[src/rtl/unified_mem_arbiter_pkg.sv]
// Shared types and constants for the IF/MEM memory bus arbiter.
// Used by the arbiter, its interface and the core.
package unified_mem_arbiter_pkg;

   localparam int ARB_ADDR_W = 32;
   localparam int ARB_DATA_W = 32;

   typedef enum logic [1:0] {
      IDLE     = 2'd0,
      IF_BUSY  = 2'd1,
      MEM_BUSY = 2'd2
   } arb_state_t;

   typedef enum logic [1:0] {
      OWN_NONE = 2'd0,
      OWN_IF   = 2'd1,
      OWN_MEM  = 2'd2
   } arb_owner_t;

   function automatic arb_owner_t arb_owner(arb_state_t s);
      arb_owner_t o;
      o = OWN_NONE;
      unique case (s)
         IF_BUSY:  o = OWN_IF;
         MEM_BUSY: o = OWN_MEM;
         default:  o = OWN_NONE;
      endcase
      return o;
   endfunction

endpackage

[src/rtl/unified_mem_arbiter_if.sv]
// Stage-side and bus-side signals of the unified memory arbiter.
// master = arbiter view, slave = stage/memory view.
interface unified_mem_arbiter_if
   import unified_mem_arbiter_pkg::*;
#(
   parameter int ADDR_W = ARB_ADDR_W,
   parameter int DATA_W = ARB_DATA_W
) ();

   logic              if_req;
   logic [ADDR_W-1:0] if_addr;
   logic              if_flush;
   logic [DATA_W-1:0] if_rdata;
   logic              if_done;
   logic              if_stall;

   logic                mem_req;
   logic                mem_we;
   logic [DATA_W/8-1:0] mem_wstrb;
   logic [ADDR_W-1:0]   mem_addr;
   logic [DATA_W-1:0]   mem_wdata;
   logic [DATA_W-1:0]   mem_rdata;
   logic                mem_done;
   logic                mem_stall;

   logic                bus_req;
   logic                bus_we;
   logic [DATA_W/8-1:0] bus_wstrb;
   logic [ADDR_W-1:0]   bus_addr;
   logic [DATA_W-1:0]   bus_wdata;
   logic                bus_ack;
   logic [DATA_W-1:0]   bus_rdata;
   logic                bus_err;

   modport master (
      input  if_req, if_addr, if_flush,
      output if_rdata, if_done, if_stall,
      input  mem_req, mem_we, mem_wstrb,
      input  mem_addr, mem_wdata,
      output mem_rdata, mem_done, mem_stall,
      output bus_req, bus_we, bus_wstrb,
      output bus_addr, bus_wdata, bus_err,
      input  bus_ack, bus_rdata
   );

   modport slave (
      output if_req, if_addr, if_flush,
      input  if_rdata, if_done, if_stall,
      output mem_req, mem_we, mem_wstrb,
      output mem_addr, mem_wdata,
      input  mem_rdata, mem_done, mem_stall,
      input  bus_req, bus_we, bus_wstrb,
      input  bus_addr, bus_wdata, bus_err,
      output bus_ack, bus_rdata
   );

endinterface

[src/rtl/unified_mem_arbiter_timeout_ctr.sv]
// arb_timeout_ctr: clear/load/increment counter, saturating at TERM,
// with a terminal-count flag. Used for bus timeout and perf counters.
module arb_timeout_ctr #(
   parameter int           W    = 8,
   parameter logic [W-1:0] TERM = '1
) (
   input  logic         clk,
   input  logic         rst_n,
   input  logic         clr_i,
   input  logic         load_i,
   input  logic [W-1:0] load_val_i,
   input  logic         inc_i,
   output logic [W-1:0] cnt_o,
   output logic         tc_o
);

   logic [W-1:0] cnt_q;
   logic [W-1:0] cnt_d;
   logic         tc;

   assign tc = (cnt_q == TERM);

   // next count: clear wins, then load, then saturating increment
   always_comb begin
      cnt_d = cnt_q;
      if (clr_i) begin
         cnt_d = '0;
      end else if (load_i) begin
         cnt_d = load_val_i;
      end else if (inc_i && !tc) begin
         cnt_d = cnt_q + 1'b1;
      end
   end

   // count register
   always_ff @(posedge clk or negedge rst_n) begin
      if (!rst_n) begin
         cnt_q <= '0;
      end else begin
         cnt_q <= cnt_d;
      end
   end

   assign cnt_o = cnt_q;
   assign tc_o  = tc;

endmodule

[src/rtl/unified_mem_arbiter.sv]
// Arbitrates one memory bus between IF and MEM (MEM has priority).
// Optional perf counters are enabled with `define ARB_PERF_CNT_EN.
module unified_mem_arbiter
   import unified_mem_arbiter_pkg::*;
#(
   parameter int ADDR_W         = ARB_ADDR_W,
   parameter int DATA_W         = ARB_DATA_W,
   parameter int TIMEOUT_CYCLES = 64
) (
   input  logic        clk,
   input  logic        rst_n,
`ifdef ARB_PERF_CNT_EN
   input  logic        perf_clr,
   output logic [31:0] perf_if_wait,
   output logic [31:0] perf_mem_wait,
   output logic [15:0] perf_if_drop,
`endif
   unified_mem_arbiter_if.master io
);

   localparam int SW    = DATA_W / 8;
   localparam bit TO_EN = (TIMEOUT_CYCLES > 0);
   localparam int TO_W  =
      (TIMEOUT_CYCLES > 1) ? $clog2(TIMEOUT_CYCLES) : 1;
   localparam logic [TO_W-1:0] TO_TERM =
      TO_W'(TO_EN ? TIMEOUT_CYCLES - 1 : 0);

   arb_state_t        state_q, state_d;
   logic              drop_q, drop_d;
   logic              bus_req_q, bus_req_d;
   logic              bus_we_q, bus_we_d;
   logic [SW-1:0]     bus_wstrb_q, bus_wstrb_d;
   logic [ADDR_W-1:0] bus_addr_q, bus_addr_d;
   logic [DATA_W-1:0] bus_wdata_q, bus_wdata_d;
   logic              if_done_q, if_done_d;
   logic [DATA_W-1:0] if_rdata_q, if_rdata_d;
   logic              mem_done_q, mem_done_d;
   logic [DATA_W-1:0] mem_rdata_q, mem_rdata_d;
   logic              bus_err_q, bus_err_d;

   logic busy;
   logic if_elig;
   logic mem_elig;
   logic to_tc;
   logic abort;
   logic fin;
   logic if_stall;
   logic mem_stall;

   assign busy     = (state_q != IDLE);
   assign mem_elig = io.mem_req & ~mem_done_q;
   assign if_elig  = io.if_req & ~if_done_q & ~io.if_flush;
   assign abort    = TO_EN & busy & ~io.bus_ack & to_tc;
   assign fin      = busy & (io.bus_ack | abort);

   // busy-cycle counter; restarts on every grant
   arb_timeout_ctr #(
      .W    (TO_W),
      .TERM (TO_TERM)
   ) u_to_ctr (
      .clk        (clk),
      .rst_n      (rst_n),
      .clr_i      (~busy | io.bus_ack),
      .load_i     (1'b0),
      .load_val_i ('0),
      .inc_i      (busy & ~io.bus_ack),
      .cnt_o      (),
      .tc_o       (to_tc)
   );

   // grant, completion, drop and timeout decisions
   always_comb begin
      state_d     = state_q;
      drop_d      = drop_q;
      bus_req_d   = bus_req_q;
      bus_we_d    = bus_we_q;
      bus_wstrb_d = bus_wstrb_q;
      bus_addr_d  = bus_addr_q;
      bus_wdata_d = bus_wdata_q;
      if_rdata_d  = if_rdata_q;
      mem_rdata_d = mem_rdata_q;
      if_done_d   = 1'b0;
      mem_done_d  = 1'b0;
      bus_err_d   = 1'b0;
      unique case (arb_owner(state_q))
         OWN_NONE: begin
            if (mem_elig) begin
               state_d     = MEM_BUSY;
               bus_req_d   = 1'b1;
               bus_we_d    = io.mem_we;
               bus_wstrb_d = io.mem_wstrb;
               bus_addr_d  = io.mem_addr;
               bus_wdata_d = io.mem_wdata;
            end else if (if_elig) begin
               state_d     = IF_BUSY;
               bus_req_d   = 1'b1;
               bus_we_d    = 1'b0;
               bus_wstrb_d = '0;
               bus_addr_d  = io.if_addr;
               bus_wdata_d = '0;
            end
         end
         OWN_IF: begin
            if (io.if_flush) begin
               drop_d = 1'b1;
            end
            if (fin) begin
               state_d   = IDLE;
               bus_req_d = 1'b0;
               drop_d    = 1'b0;
               bus_err_d = abort;
               if (!(drop_q || io.if_flush)) begin
                  if_done_d  = 1'b1;
                  if_rdata_d = abort ? '0 : io.bus_rdata;
               end
            end
         end
         OWN_MEM: begin
            if (fin) begin
               state_d     = IDLE;
               bus_req_d   = 1'b0;
               bus_err_d   = abort;
               mem_done_d  = 1'b1;
               mem_rdata_d = (abort || bus_we_q) ? '0 : io.bus_rdata;
            end
         end
         default: begin
            state_d   = IDLE;
            bus_req_d = 1'b0;
            drop_d    = 1'b0;
         end
      endcase
   end

   // state and registered outputs
   always_ff @(posedge clk or negedge rst_n) begin
      if (!rst_n) begin
         state_q     <= IDLE;
         drop_q      <= 1'b0;
         bus_req_q   <= 1'b0;
         bus_we_q    <= 1'b0;
         bus_wstrb_q <= '0;
         bus_addr_q  <= '0;
         bus_wdata_q <= '0;
         if_done_q   <= 1'b0;
         if_rdata_q  <= '0;
         mem_done_q  <= 1'b0;
         mem_rdata_q <= '0;
         bus_err_q   <= 1'b0;
      end else begin
         state_q     <= state_d;
         drop_q      <= drop_d;
         bus_req_q   <= bus_req_d;
         bus_we_q    <= bus_we_d;
         bus_wstrb_q <= bus_wstrb_d;
         bus_addr_q  <= bus_addr_d;
         bus_wdata_q <= bus_wdata_d;
         if_done_q   <= if_done_d;
         if_rdata_q  <= if_rdata_d;
         mem_done_q  <= mem_done_d;
         mem_rdata_q <= mem_rdata_d;
         bus_err_q   <= bus_err_d;
      end
   end

   assign if_stall  = io.if_req & ~if_done_q & ~io.if_flush;
   assign mem_stall = io.mem_req & ~mem_done_q;

   assign io.if_stall  = if_stall;
   assign io.mem_stall = mem_stall;
   assign io.if_done   = if_done_q;
   assign io.if_rdata  = if_rdata_q;
   assign io.mem_done  = mem_done_q;
   assign io.mem_rdata = mem_rdata_q;
   assign io.bus_req   = bus_req_q;
   assign io.bus_we    = bus_we_q;
   assign io.bus_wstrb = bus_wstrb_q;
   assign io.bus_addr  = bus_addr_q;
   assign io.bus_wdata = bus_wdata_q;
   assign io.bus_err   = bus_err_q;

`ifdef ARB_PERF_CNT_EN
   logic drop_evt;

   assign drop_evt = (state_q == IF_BUSY) & fin &
                     (drop_q | io.if_flush);

   // stall-cycle and dropped-fetch counters
   arb_timeout_ctr #(.W(32)) u_perf_if (
      .clk        (clk),
      .rst_n      (rst_n),
      .clr_i      (perf_clr),
      .load_i     (1'b0),
      .load_val_i ('0),
      .inc_i      (if_stall),
      .cnt_o      (perf_if_wait),
      .tc_o       ()
   );

   arb_timeout_ctr #(.W(32)) u_perf_mem (
      .clk        (clk),
      .rst_n      (rst_n),
      .clr_i      (perf_clr),
      .load_i     (1'b0),
      .load_val_i ('0),
      .inc_i      (mem_stall),
      .cnt_o      (perf_mem_wait),
      .tc_o       ()
   );

   arb_timeout_ctr #(.W(16)) u_perf_drop (
      .clk        (clk),
      .rst_n      (rst_n),
      .clr_i      (perf_clr),
      .load_i     (1'b0),
      .load_val_i ('0),
      .inc_i      (drop_evt),
      .cnt_o      (perf_if_drop),
      .tc_o       ()
   );
`endif

endmodule

[src/flat_wrapper.sv]
// flat-port wrapper written by rule: the top's interface ports become plain ports
module unified_mem_arbiter_flat import unified_mem_arbiter_pkg::*;
#(
   parameter int ADDR_W         = ARB_ADDR_W,
   parameter int DATA_W         = ARB_DATA_W,
   parameter int TIMEOUT_CYCLES = 64
)
  (clk, rst_n, io_if_req, io_if_addr, io_if_flush, io_if_rdata, io_if_done, io_if_stall, io_mem_req, io_mem_we, io_mem_wstrb, io_mem_addr, io_mem_wdata, io_mem_rdata, io_mem_done, io_mem_stall, io_bus_req, io_bus_we, io_bus_wstrb, io_bus_addr, io_bus_wdata, io_bus_err, io_bus_ack, io_bus_rdata);
  unified_mem_arbiter_if #(.ADDR_W(ADDR_W), .DATA_W(DATA_W)) io_i ();
  input  logic clk;
  input  logic rst_n;
  input wire logic [$bits(io_i.if_req)-1:0] io_if_req;
  input wire logic [$bits(io_i.if_addr)-1:0] io_if_addr;
  input wire logic [$bits(io_i.if_flush)-1:0] io_if_flush;
  output wire logic [$bits(io_i.if_rdata)-1:0] io_if_rdata;
  output wire logic [$bits(io_i.if_done)-1:0] io_if_done;
  output wire logic [$bits(io_i.if_stall)-1:0] io_if_stall;
  input wire logic [$bits(io_i.mem_req)-1:0] io_mem_req;
  input wire logic [$bits(io_i.mem_we)-1:0] io_mem_we;
  input wire logic [$bits(io_i.mem_wstrb)-1:0] io_mem_wstrb;
  input wire logic [$bits(io_i.mem_addr)-1:0] io_mem_addr;
  input wire logic [$bits(io_i.mem_wdata)-1:0] io_mem_wdata;
  output wire logic [$bits(io_i.mem_rdata)-1:0] io_mem_rdata;
  output wire logic [$bits(io_i.mem_done)-1:0] io_mem_done;
  output wire logic [$bits(io_i.mem_stall)-1:0] io_mem_stall;
  output wire logic [$bits(io_i.bus_req)-1:0] io_bus_req;
  output wire logic [$bits(io_i.bus_we)-1:0] io_bus_we;
  output wire logic [$bits(io_i.bus_wstrb)-1:0] io_bus_wstrb;
  output wire logic [$bits(io_i.bus_addr)-1:0] io_bus_addr;
  output wire logic [$bits(io_i.bus_wdata)-1:0] io_bus_wdata;
  output wire logic [$bits(io_i.bus_err)-1:0] io_bus_err;
  input wire logic [$bits(io_i.bus_ack)-1:0] io_bus_ack;
  input wire logic [$bits(io_i.bus_rdata)-1:0] io_bus_rdata;
  assign io_i.if_req = io_if_req;
  assign io_i.if_addr = io_if_addr;
  assign io_i.if_flush = io_if_flush;
  assign io_if_rdata = io_i.if_rdata;
  assign io_if_done = io_i.if_done;
  assign io_if_stall = io_i.if_stall;
  assign io_i.mem_req = io_mem_req;
  assign io_i.mem_we = io_mem_we;
  assign io_i.mem_wstrb = io_mem_wstrb;
  assign io_i.mem_addr = io_mem_addr;
  assign io_i.mem_wdata = io_mem_wdata;
  assign io_mem_rdata = io_i.mem_rdata;
  assign io_mem_done = io_i.mem_done;
  assign io_mem_stall = io_i.mem_stall;
  assign io_bus_req = io_i.bus_req;
  assign io_bus_we = io_i.bus_we;
  assign io_bus_wstrb = io_i.bus_wstrb;
  assign io_bus_addr = io_i.bus_addr;
  assign io_bus_wdata = io_i.bus_wdata;
  assign io_bus_err = io_i.bus_err;
  assign io_i.bus_ack = io_bus_ack;
  assign io_i.bus_rdata = io_bus_rdata;
  unified_mem_arbiter #(.ADDR_W(ADDR_W), .DATA_W(DATA_W), .TIMEOUT_CYCLES(TIMEOUT_CYCLES)) u_core (.clk(clk), .rst_n(rst_n), .io(io_i));
endmodule
[config.mk]
export PLATFORM = sky130hd
export DESIGN_NAME = unified_mem_arbiter_flat
export DESIGN_NICKNAME = d
export VERILOG_FILES = /design/src/rtl/unified_mem_arbiter_pkg.sv /design/src/rtl/unified_mem_arbiter_if.sv /design/src/rtl/unified_mem_arbiter_timeout_ctr.sv /design/src/rtl/unified_mem_arbiter.sv /design/src/flat_wrapper.sv
export SDC_FILE = /design/constraint.sdc
export NUM_CORES = 1
export LEC_CHECK = 0
export ABC_AREA = 1
export BUFFER_PORTS_ARGS = -buffer_cell sky130_fd_sc_hd__buf_2
export CORE_MARGIN = 1
export CORE_UTILIZATION = 32
export CTS_CLUSTER_DIAMETER = 150
export CTS_CLUSTER_SIZE = 14
export DETAILED_ROUTE_END_ITERATION = 8
export SYNTH_ARGS = -nofsm -noshare
export SYNTH_HDL_FRONTEND = slang
export SYNTH_HIERARCHICAL = 1
export SYNTH_SLANG_ARGS = --single-unit
[constraint.sdc]
create_clock -name clk -period 2.2 [get_ports clk]
set_input_delay 0.33 -clock clk [delete_from_list [all_inputs] [get_ports clk]]
set_output_delay 0.33 -clock clk [all_outputs]
set_load 0.01 [all_outputs]
* Yosys cells after proc, flatten, opt, wreduce, memory -nomap -nowiden
Cells that the tools add are included.
** Word-level totals
- Output and inout port bits :: 139
- Input bits :: 139
- Word-level logic and storage cells :: 83
- Register bits :: 146
** Operators by class
- Bitwise gates (word level) :: 15
- Muxes and demuxes :: 31
- Add/subtract/negate cells :: 1
- Equality and inequality tests :: 8
- Reductions and logical operators :: 15
** Operators by type and width (number)
- 32-bit 2-to-1 mux :: 6
- 1-bit 2-to-1 mux :: 14
- 6-bit 2-to-1 mux :: 2
- 4-bit 2-to-1 mux :: 2
- 2-bit one-hot mux with 2 select lines :: 2
- 2-bit AND reduction :: 4
- 1-bit NOT :: 7
- 6-bit by 1-bit adder with 6-bit output (second input constant) :: 1
- 1-bit AND :: 6
- 6-bit == test (second input constant) :: 1
- 2-bit 2-to-1 mux :: 3
- 2-bit nonzero test :: 3
- 2-bit by 1-bit == test with 1-bit output (second input constant) :: 2
- 2-bit == test (second input constant) :: 2
- 1-bit one-hot mux with 2 select lines :: 2
- 2-bit OR reduction :: 2
- 3-bit by 2-bit inequality test with 1-bit output (second input constant) :: 1
- 3-bit inequality test (second input constant) :: 1
- 3-bit AND reduction :: 1
- 2-bit zero test :: 1
- 1-bit logical OR :: 2
- 2-bit by 1-bit inequality test with 1-bit output (second input constant) :: 1
- 1-bit OR :: 2
- 1-bit logical AND :: 1
- 1-bit zero test :: 1

* Longest topological paths before layout
Gate-level depths: netlist (run 1).
- Depth after elaboration :: 7
- Gate-level depth with buffers :: 10
- Depth with buffers taken out :: 8

* By module
Netlist (run 1), hierarchy kept.
** By module, submodules not included
- unified_mem_arbiter :: area an instance 6134.6 µm², instances 1, cells each 730
- arb_timeout_ctr :: area an instance 417.9 µm², instances 1, cells each 65

* Worst setup path before layout (run 1)
Ideal clock, no wire load.
- Kind :: register to register
- From :: register u_core.u_to_ctr.cnt_q[0] (netlist: u_core/u_to_ctr/cnt_o[0])
- To :: register u_core.mem_rdata_q[24] (netlist: u_core/io.mem_rdata[24])
- Library setup time :: 0.131 ns
- Stages on the path, launching flop included :: 11
- Path slack :: 0.574 ns
- Data required time :: 2.069 ns
- Path buffers :: 2
- Data arrival time :: 1.494 ns
- Clock period less this slack :: 1.626 ns
- Cells stage by stage :: dfrtp_1 ha_1 nand3_1 nor2_1 o21bai_4 inv_2 nand2_2 buf_6 buf_6 nand2_1 o21ai_0
** Between the ends
- Cells in the longest elaborated chain, start to end :: 5
- Elaborated cells between the ends (all ways) :: 7
- Those cells by class :: 1 x eq/ne; 1 x mux; 3 x bitwise; 2 x reduce/logical
** RTL lines
- start: declaration :: line unified_mem_arbiter_timeout_ctr.sv:17 : logic [W-1:0] cnt_q;
- start signal: assignment :: line unified_mem_arbiter_timeout_ctr.sv:40 : cnt_q <= cnt_d;
- 6-bit == test * :: line unified_mem_arbiter_timeout_ctr.sv:21 : assign tc = (cnt_q == TERM);
- net u_core.to_tc :: line unified_mem_arbiter.sv:44 : logic to_tc;
- 1-bit AND * :: line unified_mem_arbiter.sv:53 : assign abort = TO_EN & busy & ~io.bus_ack & to_tc;
- 1-bit OR :: line unified_mem_arbiter.sv:54 : assign fin = busy & (io.bus_ack | abort);
- 1-bit AND :: line unified_mem_arbiter.sv:54
- 2-bit AND reduction (no source line)
- end signal: assignment :: line unified_mem_arbiter.sv:161 : mem_rdata_q <= mem_rdata_d;
- end: declaration :: line unified_mem_arbiter.sv:38 : logic [DATA_W-1:0] mem_rdata_q, mem_rdata_d;
The timed path passes the listed nets; every way through them passes the cells marked *.
A chain may end at the register's enable or synchronous reset.

* Worst setup path in the final report (run 1)
- From :: register u_core.mem_done_q (netlist: u_core/io.mem_done)
- To :: output io_mem_stall
** Between the ends
- Cells in the longest elaborated chain, start to end :: 2
** RTL lines
- start: declaration :: line unified_mem_arbiter.sv:37 : logic mem_done_q, mem_done_d;
- start signal: assignment :: line unified_mem_arbiter.sv:160 : mem_done_q <= mem_done_d;
- 1-bit NOT :: line unified_mem_arbiter.sv:167 : assign mem_stall = io.mem_req & ~mem_done_q;
- 1-bit AND :: line unified_mem_arbiter.sv:167
- end: declaration :: line flat_wrapper.sv:25 : output wire logic [$bits(io_i.mem_stall)-1:0] io_mem_stall;
Every way passes these cells.

==> results.md, run 1 <==
* Run status: finished clean
* Vias in the first global route at 5953
* CTS tree: built
* Leading cell types by count after synthesis: sky130_fd_sc_hd__nand2_1 (407), sky130_fd_sc_hd__dfrtp_1 (146), sky130_fd_sc_hd__nand3_1 (78)
* Sequential-to-total area share from yosys stat at 0.5576
* Total iterations of the first detailed-routing run at 5
* Max FO, Critical Path at 27
* Post-route antenna net violation count at 0
* Reg-to-Reg Start: u_core/u_to_ctr/cnt_o[0]$_DFFE_PN0P_
* Endpoint of the most critical setup path: io_mem_stall
* Critical Setup Path Class: flip-flop to output pin
* Starting density of the core at 0.3312
* Avg Cell Area, Syn at 8.242 µm²
* Setup TNS Final at 0 ns
* Worst clock skew at between 0.006 and 0.007 ns
* Distinct cell type count of the synthesized netlist at 26
* Combined area of the multi-input logic cells at between 2000 and 2500 µm²
* Setup crit start kind: flip-flop
* Clock root buffer: sky130_fd_sc_hd__clkbuf_16
* Crit Reg-Reg Endpoint: u_core/io.mem_rdata[6]$_DFFE_PN0P_
* GPL Wtd Cong at 0.8229
* Count of vias placed by the detailed router at around 6000
* Fraction of final layout cells with drive strength greater than 1 at 0.3182
* Global-route wire length before repair at approximately 31 mm
* Final Instance Area at 8757 µm²
* Fraction of registers with async set/reset at 1.000
* First element of the critical path: u_core/io.mem_done$_DFF_PN0_
* Clk_lat worst skew at a little over 0.4 ns
* Port Buffer Count at 277
* Count of flip-flops with a built-in enable after synthesis at 0
* Height of the die at between 100 and 150 µm
* Share of the synthesized area in the top cell type at 0.5576
* Minimum period implied by the final worst setup slack at ~2 ns
* Top FF cell, synth: sky130_fd_sc_hd__dfrtp_1
* Number of ports placed on the die boundary at ~280
* Data required time at the worst endpoint at 1.87 ns
* Most numerous cell in the Yosys netlist: sky130_fd_sc_hd__nand2_1
* Placement Cell Area at approximately 8000 µm²
* Ranking of synthesized cells by area: sky130_fd_sc_hd__dfrtp_1 (56%), sky130_fd_sc_hd__nand2_1 (23%), sky130_fd_sc_hd__nand3_1 (6.0%)
* Filler instances at approximately 2000
* Cell area after technology mapping at between 6000 and 7000 µm²
* Setup repair bufs after CTS at 0
* Layout overhead on the synthesized area at 33.65%
* FF+latch area at 3654 µm²
* Hold Violations, Final at 0
* Headroom to the max-slew limit at 0.6495
* DRC violations left at 0
* Antenna diode count at 0
* Placed wire-length estimate after detailed placement at approximately 13 mm
* Number of max-slew violations in the final report at 0
* Cells resized by post-CTS repair at 0
* CTS Buffer Depth at 2
* LEAKAGE at ~5 nW
* Final cell count without fillers at around 1300
* Largest area contributor in the synthesized netlist: sky130_fd_sc_hd__dfrtp_1
* Data arrival time of the worst path at between 1.5 and 2 ns
* Horizontal die dimension at between 100 and 150 µm
* Crit path capture type: output pin
* Unrepaired setup endpoints after global routing: false
* Final setup violation count at 0
* Register-to-Register Setup Slack at ~0.34 ns
* Number of clock sinks at ~150
* Max-capacitance violation count at 0
* Worst-case vdd ir drop at 0.6579 mV
* Power density over cell area at roughly 1400 nW/µm²
* Detailed-route vias per instance at ~4.5
* CTS buffer count at 17
* Post-Synthesis Cells at between 700 and 800
* Clock-pin slew on the worst setup and hold paths at about 0.07 ns
* Maximum number of pins on one net before global-route repair at 70
* Syn. warnings at 6
* Worst min-delay path category: input port to flip-flop
* H-tree levels at 4
* Die area at approximately 21000 µm²
* Routed wire per std cell at 13.92 µm
* GRT overflow at 0
* Smallest hold slack at about 0.14 ns
* Overall Global Routing Usage at 0.1828
* Number of cells traversed by the worst register-to-register path at 7
* Yosys reg bits at roughly 150
* Finished Core Util at 0.4427
* Maximum achievable frequency at around 500 MHz
* Count of placed standard cells including taps at 1313
* Drt initial violations at between 200 and 300
* Slew at the pin with the worst max-slew slack at 0.5257 ns
* Area of the core at 19780 µm²
* Number of cells on the worst hold path at 3
* Final period util at 0.9036
* Total number of placement rows at slightly above 50
* Total number of nets in the final design at around 1200
* Initial antenna violation count at 0
* Final routed wirelength across all metal layers at around 19 mm
[cell families after synthesis]
kind of cell,count (synthesis),synth area share
compound gates,73,0.05881
xor+xnor,1,0.001337
fa+ha+maj,5,0.009547
buf+inv,69,0.06530
flops,146,0.5576
other cells,1,0.0005723
simple gates,500,0.3069
[worst max-delay path, stage by stage, from the launching register on]
cell and delay [ns]:
sky130_fd_sc_hd__dfrtp_1 0.39, sky130_fd_sc_hd__inv_1 0.07, sky130_fd_sc_hd__nand2_2 0.10, sky130_fd_sc_hd__inv_2 0.18, sky130_fd_sc_hd__buf_4 0.31, sky130_fd_sc_hd__buf_2 0.19
[power breakdown]
part           internal (W)  total (W)  switching [W]  leakage, nW
combinational       0.00181    0.00485        0.00304         2.93
sequential          0.00382    0.00441       0.000595         1.88
clock               0.00163    0.00287        0.00125        0.275
total               0.00726     0.0121        0.00488         5.08
[cell usage in the layout (no fill, tap or decap), types with 2 or more instances in the layout]
cell type                    netlist  final
sky130_fd_sc_hd__buf_4             7     13
sky130_fd_sc_hd__nand2_2           7      7
sky130_fd_sc_hd__clkinvlp_4        0      4
sky130_fd_sc_hd__inv_8             0      2
sky130_fd_sc_hd__conb_1            1      7
sky130_fd_sc_hd__buf_2            17    276
sky130_fd_sc_hd__clkbuf_16         0     17
sky130_fd_sc_hd__inv_2             4      4
sky130_fd_sc_hd__o21ai_1          57     57
sky130_fd_sc_hd__dfrtp_1         146    146
sky130_fd_sc_hd__o21ai_0          10     10
sky130_fd_sc_hd__ha_1              5      5
sky130_fd_sc_hd__inv_6             0      6
sky130_fd_sc_hd__nor2_1            4      4
sky130_fd_sc_hd__a21oi_1           3      3
sky130_fd_sc_hd__inv_1            16     16
sky130_fd_sc_hd__buf_12            0      6
sky130_fd_sc_hd__nand3_1          78     78
sky130_fd_sc_hd__nand2_1         407    407
[worst min-delay path by stage]
stage | from | endpoint
after floorplan | rst_n | u_core/drop_q$_DFFE_PN0P_
after global placement | rst_n | u_core/io.if_rdata[3]$_DFFE_PN0P_
after detailed placement | rst_n | u_core/io.if_rdata[7]$_DFFE_PN0P_
after CTS | io_mem_wdata[0] | u_core/io.bus_wdata[0]$_DFFE_PN0P_
after global routing | io_mem_wdata[4] | u_core/io.bus_wdata[4]$_DFFE_PN0P_
final | io_mem_wdata[0] | u_core/io.bus_wdata[0]$_DFFE_PN0P_
[routing by layer]
layer	GRT usage	routed length, µm	vias to the layer above
li1	-	-	3043
met1	0.2300	8304	2711
met2	0.3022	8775	239
met3	0.05723	1522	11
met4	0.04842	139	0
met5	0	0	-
[through the flow]
| stage | power (W) | setup WS (ns) |
|---|---|---|
| after global placement | 0.009295 | 0.3746 |
| after floorplan | 0.007378 | 0.5744 |
| after CTS | 0.01232 | 0.1486 |
| after global routing | 0.01312 | 0.06213 |
| final | 0.01213 | 0.2121 |
| after detailed placement | 0.009374 | 0.3308 |
[registers in the layout, summed over array words and instances (netlist names), 2 cells and up]
register	flops
u_core/io.bus_wdata	32
u_core/u_to_ctr/cnt_o	6
u_core/io.bus_addr	32
u_core/io.bus_wstrb	4
u_core/io.mem_rdata	32
u_core/state_q	2
u_core/io.if_rdata	32
[repair_timing]
action                                 4_1_cts  5_1_grt
endpoints found under the hold margin       44        0
hold buffers                                 1        0
setup endpoints to repair                    0        0
[final cells by class]
cell class | count | share of cell area
flip-flops and latches | 146 | 0.4172
multi-input cells | 586 | 0.2848
repair buffers | 297 | 0.1850
clock buffers | 18 | 0.05015
well taps | 265 | 0.03786
clock inverters | 14 | 0.01643
inverters | 20 | 0.008573
(Power assumes the default switching activity.)
==> run 2: changes to the inputs <==
--- a/config.mk
+++ b/config.mk
@@ -12,6 +12,7 @@
 export CTS_CLUSTER_DIAMETER = 150
 export CTS_CLUSTER_SIZE = 14
 export DETAILED_ROUTE_END_ITERATION = 8
+export SKIP_LAST_GASP = 1
 export SYNTH_ARGS = -nofsm -noshare
 export SYNTH_HDL_FRONTEND = slang
 export SYNTH_HIERARCHICAL = 1
==> constraint.sdc (replaced) <==
create_clock -name clk -period 2.6 [get_ports clk]
set_input_delay 0.39 -clock clk [delete_from_list [all_inputs] [get_ports clk]]
set_output_delay 0.39 -clock clk [all_outputs]
set_load 0.01 [all_outputs]
==> run 2 against run 1 <==
Compared with the run above: cell count is 0.52% lower; via count is 0.18% higher; clock skew is 0.0041 ns higher; combinational power is 17% lower; hold slack better by 0.060 ns; global-route usage is 0.065 points lower; largest power group unchanged.
==> results.md, run 2 (synthesized netlist as in run 1, its figures left out) <==
* Run status: finished clean
* Antenna diode count at 0
* GPL Wtd Cong at 0.8153
* Critical Setup Path Class: flip-flop to flip-flop
* Die area at 21050 µm²
* Max FO, Critical Path at 40
* Data arrival time of the worst path at between 2 and 2.5 ns
* Drt initial violations at ~250
* Most common library cell in the layout ignoring fill and taps: sky130_fd_sc_hd__nand2_1
* Number of max-slew violations in the final report at 0
* Register share of total power at 0.363
* Headroom to the max-slew limit at 0.5197
* Leading cell types in the layout, fill and taps excluded: sky130_fd_sc_hd__nand2_1 (407), sky130_fd_sc_hd__buf_2 (276), sky130_fd_sc_hd__dfrtp_1 (146)
* Relative contribution of combinational cells to total power at 0.393
* Clk_lat worst skew at between 0.4 and 0.5 ns
* Starting density of the core at 0.3312
* Pwr Total at about 0.010 W
* Routed wire per std cell at 13.98 µm
* Overall Global Routing Usage at 0.1821
* Horizontal die dimension at 145.1 µm
* Crit path capture type: flip-flop
* H-tree levels at 4
* Maximum number of pins on one net before global-route repair at 70
* Clock root buffer: sky130_fd_sc_hd__clkbuf_16
* Setup crit start kind: flip-flop
* Height of the die at approximately 150 µm
* Global-route wire length before repair at 30.47 mm
* Power density over cell area at roughly 1200 nW/µm²
* Fraction of power spent switching nets at 0.4017
* Slew at the pin with the worst max-slew slack at ~0.72 ns
* DRC violations left at 0
* Detailed-route vias per instance at between 4 and 5
* Total number of placement rows at 51
* Initial antenna violation count at 0
* Total iterations of the first detailed-routing run at 5
* Vias in the first global route at just under 6000
* Final period util at 0.8194
* CTS tree: built
* Worst-case vdd ir drop at between 0.6 and 0.7 mV
* Worst clock skew at ~0.011 ns
* Maximum achievable frequency at 469.4 MHz
* Placed wire-length estimate after detailed placement at between 10 and 15 mm
* Worst min-delay path category: input port to flip-flop
* Final setup violation count at 0
* Number of clock sinks at ~150
* Max-capacitance violation count at 0
* Minimum period implied by the final worst setup slack at between 2 and 2.5 ns
* P_sw at just over 0.004 W
* Clock-pin slew on the worst setup and hold paths at ~0.070 ns
* Cell-internal power at 0.006141 W
* CTS buffer count at 17
* Area of the core at 19780 µm²
* Post-route antenna net violation count at 0
* Unrepaired setup endpoints after global routing: false
* Final routed wirelength across all metal layers at 18.72 mm
* Clock Power Share at 0.244
* Data required time at the worst endpoint at 2.91 ns
* Port Buffer Count at around 280
* GRT overflow at 0
* Hold Violations, Final at 0
* LEAKAGE at about 5.0 nW
* Number of ports placed on the die boundary at between 200 and 300
* Count of vias placed by the detailed router at ~6000
* Total number of nets in the final design at 1205
* Setup TNS Final at 0 ns
* Smallest hold slack at 0.1963 ns
* CTS Buffer Depth at 2
* Layout overhead on the synthesized area at 32.67%
* Cells resized by post-CTS repair at 0
* Fraction of final layout cells with drive strength greater than 1 at 0.3138
run 2: cell types whose count changed in the layout (fill, tap and decap cells not counted):
cell	delta
sky130_fd_sc_hd__buf_4	-5
sky130_fd_sc_hd__buf_12	-2
sky130_fd_sc_hd__bufinv_16	+1
sky130_fd_sc_hd__clkbuf_8	-1
sky130_fd_sc_hd__clkinv_2	+1
sky130_fd_sc_hd__clkinvlp_4	-1
run 2: power groups by stage:
stage	combinational [W]	sequential [W]	clock (W)
2_1_floorplan	0.00208	0.00417	0
3_3_place_gp	0.00403	0.00374	0
3_5_place_dp	0.00410	0.00374	0
4_1_cts	0.00410	0.00373	0.00257
5_1_grt	0.00456	0.00385	0.00267
6_report	0.00403	0.00373	0.00250
run 2: stage by stage:
stage	utilization	std cells	setup WS, ns	area (µm²)
3_5_place_dp	0.4088	1306	0.5002	8087
2_1_floorplan	-	801	0.9744	6575
3_3_place_gp	0.4088	1306	0.5495	8087
6_report	0.4395	1339	0.4696	8693
5_1_grt	0.4395	1339	0.3094	8693
4_1_cts	0.4395	1339	0.4784	8693
run 2: repair_timing:
item / 4_1_cts / 5_1_grt
endpoints found under the setup margin: 0 / 0
endpoints found under the hold margin: 26 / 0
hold buffers: 1 / 0
setup buffers: 0 / 0
run 2: cell type report:
type,count,area [µm²]
fillers,2019,11090
flip-flops and latches,146,3654
multi-input cells,586,2494
repair buffers,290,1543
clock buffers,17,425.4
well taps,265,331.6
clock inverters,15,171.4
inverters,20,75.07
run 2: path summary, 6_finish.rpt:
path	start	endpoint	slack [ns]	cells after the start
min reg2reg	u_core/io.bus_wdata[11]$_DFFE_PN0P_	u_core/io.bus_wdata[11]$_DFFE_PN0P_	0.47	2
max	u_core/u_to_ctr/cnt_o[0]$_DFFE_PN0P_	u_core/io.mem_rdata[27]$_DFFE_PN0P_	0.47	8
max reg2reg	u_core/u_to_ctr/cnt_o[0]$_DFFE_PN0P_	u_core/io.mem_rdata[27]$_DFFE_PN0P_	0.47	8
max in group asynchronous	rst_n	u_core/io.bus_wdata[20]$_DFFE_PN0P_	1.33	3
min in group asynchronous	rst_n	u_core/io.if_rdata[7]$_DFFE_PN0P_	0.55	2
min	io_mem_wdata[30]	u_core/io.bus_wdata[30]$_DFFE_PN0P_	0.20	3
run 2: worst max-delay path: stages, from the launching register on:
cell and delay [ns]:
sky130_fd_sc_hd__dfrtp_1 0.40, sky130_fd_sc_hd__ha_1 0.23, sky130_fd_sc_hd__nand3_1 0.14, sky130_fd_sc_hd__nor2_1 0.26
sky130_fd_sc_hd__o21bai_4 0.10, sky130_fd_sc_hd__inv_2 0.07, sky130_fd_sc_hd__nand2_2 0.30, sky130_fd_sc_hd__buf_12 0.30
sky130_fd_sc_hd__o21ai_0 0.21
run 2: layer usage:
layer  global-route usage  wire, µm  vias up
met1               0.2349      8451     2736
met2               0.2950      8736      231
met3              0.05723      1402        9
met5                    0         0        -
li1                     -         -     3039
met4              0.04684       133        0
